<file path="config.mk">
export PLATFORM = sky130hd
export DESIGN_NAME = mp_add_seq
export DESIGN_NICKNAME = d
export VERILOG_FILES = /design/src/rtl/mp_add_seq.sv
export SDC_FILE = /design/constraint.sdc
export NUM_CORES = 1
export LEC_CHECK = 0
export ABC_AREA = 1
export CAP_MARGIN = 20
export CELL_PAD_IN_SITES_DETAIL_PLACEMENT = 1
export CELL_PAD_IN_SITES_GLOBAL_PLACEMENT = 2
export CORE_MARGIN = 2
export CORE_UTILIZATION = 27
export CTS_BUF_LIST = sky130_fd_sc_hd__clkbuf_8
export DETAILED_ROUTE_END_ITERATION = 10
export PLACE_DENSITY = 0.88
export RECOVER_POWER = 50
export REMOVE_ABC_BUFFERS = 1
export SYNTH_ARGS = -nofsm -noshare
export SYNTH_HDL_FRONTEND = slang
export SYNTH_SLANG_ARGS = --single-unit
</file>
<file path="constraint.sdc">
create_clock -name clk -period 4 [get_ports clk]
set_clock_uncertainty 0.2 [all_clocks]
set_input_delay 0.6 -clock clk [delete_from_list [all_inputs] [get_ports clk]]
set_output_delay 0.6 -clock clk [all_outputs]
set_load 0.02 [all_outputs]
</file>
<file path="src/rtl/mp_add_seq.sv">
// ---------------------------------------------------------------------------
// mp_add_seq -- multi-precision sequential adder/subtractor.
//
// Adds or subtracts two N-bit operands (N = WIDTH*WORDS) one WIDTH-bit word
// per clock, LSW first. A single 32-bit carry-lookahead adder is shared
// across all words, and a carry register links the words together.
// Subtraction is done as a + ~b + 1. The operand b is inverted when it is
// latched, and the carry register is preset to 1.
//
// Ports:
//   clk   : clock; all state changes on the rising edge
//   rst   : synchronous active-high reset
//   start : request pulse, sampled only while busy=0 (IDLE or DONE)
//   sub   : 0 = a+b, 1 = a-b; sampled with start
//   a, b  : N-bit operands; sampled with start
//   busy  : high in RUN, while words are being processed
//   done  : one-cycle pulse; the result is valid
//   sum   : N-bit registered result
//   co    : final carry out of the MSW (for sub, 1 = no borrow)
//   ovf   : signed two's-complement overflow of the N-bit operation
// ---------------------------------------------------------------------------
module mp_add_seq #(
  parameter int WIDTH = 32,  // must stay 32 to match the cla_32bits instance
  parameter int WORDS = 4    // >= 2
) (
  input  logic                   clk,
  input  logic                   rst,
  input  logic                   start,
  input  logic                   sub,
  input  logic [WIDTH*WORDS-1:0] a,
  input  logic [WIDTH*WORDS-1:0] b,
  output logic                   busy,
  output logic                   done,
  output logic [WIDTH*WORDS-1:0] sum,
  output logic                   co,
  output logic                   ovf
);

  localparam int N  = WIDTH * WORDS;
  localparam int IW = (WORDS > 1) ? $clog2(WORDS) : 1;
  localparam logic [IW-1:0] LAST_IDX = IW'(WORDS - 1);

  typedef enum logic [1:0] {IDLE, RUN, DONE} state_t;

  state_t          r_state;
  logic [N-1:0]    r_a;
  logic [N-1:0]    r_b;      // already inverted when subtracting
  logic [N-1:0]    r_sum;
  logic [IW-1:0]   r_idx;
  logic            r_carry;  // preset to sub on accept, so it also holds the +1 of a-b
  logic            r_co;
  logic            r_ovf;
  logic            r_busy;
  logic            r_done;

  logic [WIDTH-1:0] w_a_word;
  logic [WIDTH-1:0] w_b_word;
  logic [WIDTH-1:0] w_s;
  logic             w_co;
  logic             w_accept;

  assign w_a_word = r_a[r_idx*WIDTH +: WIDTH];
  assign w_b_word = r_b[r_idx*WIDTH +: WIDTH];
  assign w_accept = start && (r_state != RUN);

  cla_32bits u_cla (
    .a  (w_a_word),
    .b  (w_b_word),
    .ci (r_carry),
    .s  (w_s),
    .co (w_co)
  );

  always_ff @(posedge clk) begin
    if (rst) begin
      r_state <= IDLE;
      r_a     <= '0;
      r_b     <= '0;
      r_sum   <= '0;
      r_idx   <= '0;
      r_carry <= 1'b0;
      r_co    <= 1'b0;
      r_ovf   <= 1'b0;
      r_busy  <= 1'b0;
      r_done  <= 1'b0;
    end else begin
      case (r_state)
        IDLE, DONE: begin
          if (w_accept) begin
            r_a     <= a;
            r_b     <= b ^ {N{sub}};
            r_carry <= sub;
            r_idx   <= '0;
            r_state <= RUN;
            r_busy  <= 1'b1;
            r_done  <= 1'b0;
          end else begin
            r_state <= IDLE;
            r_busy  <= 1'b0;
            r_done  <= 1'b0;
          end
        end
        RUN: begin
          r_sum[r_idx*WIDTH +: WIDTH] <= w_s;
          r_carry <= w_co;
          if (r_idx == LAST_IDX) begin
            // Last word: publish the flags. w_s[WIDTH-1] is the result's MSB.
            r_co    <= w_co;
            r_ovf   <= (r_a[N-1] == r_b[N-1]) && (w_s[WIDTH-1] != r_a[N-1]);
            r_idx   <= '0;
            r_state <= DONE;
            r_busy  <= 1'b0;
            r_done  <= 1'b1;
          end else begin
            r_idx   <= r_idx + 1'b1;
          end
        end
        default: begin
          r_state <= IDLE;
          r_busy  <= 1'b0;
          r_done  <= 1'b0;
        end
      endcase
    end
  end

  assign busy = r_busy;
  assign done = r_done;
  assign sum  = r_sum;
  assign co   = r_co;
  assign ovf  = r_ovf;

endmodule

// ---------------------------------------------------------------------------
// cla_32bits -- 32-bit carry-lookahead adder.
// It uses 4-bit lookahead groups. The group generate/propagate signals
// drive the group carry-in chain.
//
// Ports:
//   a, b : 32-bit addends
//   ci   : carry in
//   s    : 32-bit sum
//   co   : carry out
// ---------------------------------------------------------------------------
module cla_32bits (
  input  logic [31:0] a,
  input  logic [31:0] b,
  input  logic        ci,
  output logic [31:0] s,
  output logic        co
);

  logic [7:0] w_gg;  // group generate
  logic [7:0] w_gp;  // group propagate
  logic [8:0] w_gc;  // group carry-in chain

  always_comb begin
    w_gc[0] = ci;
    for (int i = 0; i < 8; i++) begin
      w_gc[i+1] = w_gg[i] | (w_gp[i] & w_gc[i]);
    end
  end

  generate
    for (genvar gi = 0; gi < 8; gi++) begin : g_grp
      localparam int L = gi * 4;
      logic [3:0] w_g;
      logic [3:0] w_p;
      logic       w_c0, w_c1, w_c2, w_c3;

      assign w_g  = a[L +: 4] & b[L +: 4];
      assign w_p  = a[L +: 4] ^ b[L +: 4];
      assign w_c0 = w_gc[gi];
      assign w_c1 = w_g[0] | (w_p[0] & w_c0);
      assign w_c2 = w_g[1] | (w_p[1] & w_g[0]) | (w_p[1] & w_p[0] & w_c0);
      assign w_c3 = w_g[2] | (w_p[2] & w_g[1]) | (w_p[2] & w_p[1] & w_g[0])
                  | (w_p[2] & w_p[1] & w_p[0] & w_c0);
      assign w_gg[gi] = w_g[3] | (w_p[3] & w_g[2]) | (w_p[3] & w_p[2] & w_g[1])
                      | (w_p[3] & w_p[2] & w_p[1] & w_g[0]);
      assign w_gp[gi] = &w_p;
      assign s[L +: 4] = w_p ^ {w_c3, w_c2, w_c1, w_c0};
    end
  endgenerate

  assign co = w_gc[8];

endmodule

</file>
==> flow_summary_export.csv <==
group,metric,value,unit
outcome,status,"finished, violations left",
outcome,violations,"capacitance limit, slew limit",
synth,yosysUniqueCellTypes,35,
clocking,cts_made_buffers,73,
finish,area_delta_synth_final,40.6,%
drt,drc,0,
power,p_per_area,446,nW/µm²
global_routing,track_usage,21.0,%
floorplan,fp-row-count,93,
power,leakage,9.44,nW
timing,min_period_over_period,97.6,%
synth,postSynthAreaPerCell,7.57,µm²
synth,synth_most_common_cell,"nor2_1",
clocking,cts_tree,"yes",
floorplan,coreArea,64700,µm²
clocking,clk_path_buf_depth,3,
global_routing,grt_max_degree,122,
floorplan,ios,392,
synth,syn_inst,2345,
global_routing,grt_overflow,0,
drt,drtPass1Iterations,5,
clocking,htree_levels,3,
synth,synth_edf_count,0,
synth,yosys.area.top_type,"dfxtp_1",
synth,yosysWarningCount,0,
synth,synth_ff_type,"dfxtp_1",
synth,ys_async_sr_fraction,0,%
placement,dp_cells,3458,
placement,dp_hpwl,49700,µm
critical_path,worstPathRequired,4.30,ns
floorplan,start_util,27.4,%
synth,yosys.area_share.simple,17.6,%
timing,finalHoldViolCount,0,
synth,seq_area_frac_synth,44.3,%
synth,synth_xor_area_share,7.10,%
drt,vias_per_cell,4.97,
timing,worst_slew_pin_slew,1.95,ns
placement,numPortBuffers,391,
global_routing,grt_antenna_before_repair,4,
drt,dr_total_vias,17993,
clocking,clockRootBuffer,"clkbuf_8",
drt,ant_nets,0,
drt,wirelength,75300,µm
placement,gp_congestion,0.824,
synth,synth_compound_area_share,21.9,%
floorplan,die_h,260,µm
clocking,clk_latency,0.66,ns
job,maxCapViolCount,1,
timing,max_freq,256,MHz
drt,dr.first_iter.drc_count,926,
critical_path,start_kind,"register",
synth,yosys.area_share.adder,3.58,%
drt,wl_per_cell,20.8,µm
floorplan,die_area,67800,µm²
timing,slew_viol_final,122,
power,vdd_drop_max,0.000207,V
synth,synth_area_leaders,"dfxtp_1 44%, o21ai_0 11%, nor2_1 9.1%, a21oi_1 7.2%, xnor2_1 6.6%",
critical_path,worst_ep_arrival_time,4.20,ns
timing,worst_slew_margin_rel,-30.1,%
timing,setup_viol,0,
hold_path,hp-class,"register to register",
finish,drive_gt1_share,10.9,%
synth,synthesis.area,17700,µm²
floorplan,die_x,260,µm
global_routing,grt_pass1_wl,110000,µm
critical_path,end_kind,"register",
synth,netlist.area_leader.share,44.3,%
clocking,cts.sinks,393,
synth,synth_top_family_by_area,"compound AO/OA/AOI/OAI gates",
global_routing,grt_pass1_vias,18850,
finish,nets,3016,
placement,dpl-instance-area,22600,µm²
critical_path,critPathMaxFanout,14,
critical_path,critPathKind,"register to register",
synth,synthMuxAreaShare,0,%
timing,fin_hold_ws,0.266,ns
synth,ys_ff_latch,393,
clocking,clkTransAtPathRegs,0.07,ns
finish,stdcell_area,24900,µm²
timing,post-route-min-period,3.90,ns
synth,synth_common_cells,"428 x nor2_1, 393 x dfxtp_1, 386 x o21ai_0",
finish,final_cell_count_no_fill,3619,
==> flip-flops by register name, indices dropped and copies added, names as in the netlist <==
| register | flops |
|---|---|
| sum | 128 |
| r_state | 2 |
| ovf | 1 |
| r_a | 128 |
| busy | 1 |
| done | 1 |
| co | 1 |
| r_idx | 2 |
| r_carry | 1 |
| r_b | 128 |
==> cell usage in the layout (no fill, tap or decap), types with 5 or more instances in the layout <==
cell type / netlist / layout
nor2_1: 428 / 411
dfxtp_1: 393 / 391
clkdlybuf4s50_1: 0 / 387
o21ai_0: 386 / 340
a21oi_1: 255 / 252
nand2_1: 240 / 231
xnor2_1: 134 / 134
clkbuf_8: 0 / 94
inv_1: 58 / 75
buf_4: 3 / 58
o22ai_1: 57 / 48
nand3_1: 45 / 45
ha_1: 38 / 35
o21ai_1: 0 / 33
a22oi_1: 22 / 22
nand2_2: 15 / 19
nor3_1: 20 / 16
nand2_4: 7 / 12
nor2_2: 1 / 12
o21ai_2: 0 / 12
buf_12: 0 / 12
nand4_1: 10 / 10
o22ai_2: 0 / 9
a21oi_2: 5 / 8
clkinv_2: 0 / 8
nor2_4: 1 / 7
xor2_1: 8 / 7
fa_1: 8 / 7
a32oi_1: 6 / 5
==> report_power, final <==
group / internal, mW / switching [mW]
Sequential: 4.18 / 0.162
Clock: 2.29 / 1.79
Combinational: 1.09 / 1.60
==> area by class of cell <==
type                    instances  area (µm²)
repair buffers                475        4890
clock inverters                33         224
well taps                     855        1070
diodes                          2        5.00
flip-flops and latches        393        7880
fillers                      7748       39700
multi-input cells            1699        9240
repair inverters                4        52.6
clock buffers                  94        1290
inverters                      64         290
==> stage by stage <==
stage          total power [mW]  setup slack, ns  util (%)   TNS, ns
2_1_floorplan              5.76            -5.48         -  -1700.60
3_3_place_gp               6.76         -0.00454      35.0  -0.00698
3_5_place_dp               6.83           -0.224      35.0    -0.977
4_1_cts                    11.0           0.0128      37.6         0
5_1_grt                    11.7          -0.0857      38.6    -0.408
6_report                   11.1           0.0959      38.6         0
==> kinds of logic after synthesis <==
group,after synthesis
adders and majority gates,46
xor gates and xnor gates,143
AOI/OAI and AO/OA,738
buffers and inverters,253
and+or+nand+nor,772
DFF,393
==> path summary, 6_finish.rpt <==
check / start / to / slack [ns] / cells after the start
hold reg to reg: sum[34] / sum[34] / 0.27 / 2
setup / recovery: r_idx[0] / sum[92] / 0.1 / 21
hold / removal: sum[34] / sum[34] / 0.27 / 2
setup reg to reg: r_idx[0] / sum[92] / 0.1 / 21
==> critical path: stages (launching register included) <==
cell and delay [ns]:
dfxtp_4 0.38, buf_16 0.15, buf_8 0.16, buf_4 0.20, o21ai_0 0.30, o22ai_2 0.14
ha_1 0.33, nand2_2 0.08, nor3_4 0.21, nand2_4 0.07, nand2_4 0.09, nand2_4 0.05
nand2_4 0.05, nand2_2 0.06, nand2_4 0.11, nand2_4 0.07, nand2_4 0.07, inv_2 0.05
fa_2 0.57, inv_1 0.06, a32oi_1 0.21, nor2_1 0.08
==> routing by layer <==
layer	vias up	track usage, %	share of wire (%)
li1	8566	-	-
met1	8805	26.0	44
met2	465	35.8	48
met3	155	4.34	4.8
met4	2	8.03	3.6
met5	-	0	0.015
==> repair_timing <==
action / CTS / global route
setup buffers: 0 / 20
pin swaps: 0 / 28
hold endpoints to repair: 3 / 0
cloned: 4 / 7
resized for setup: 8 / 125
setup endpoints to repair: 7 / 16
hold buffers: 1 / 0
No activity file was read; power rests on OpenSTA's default activity.
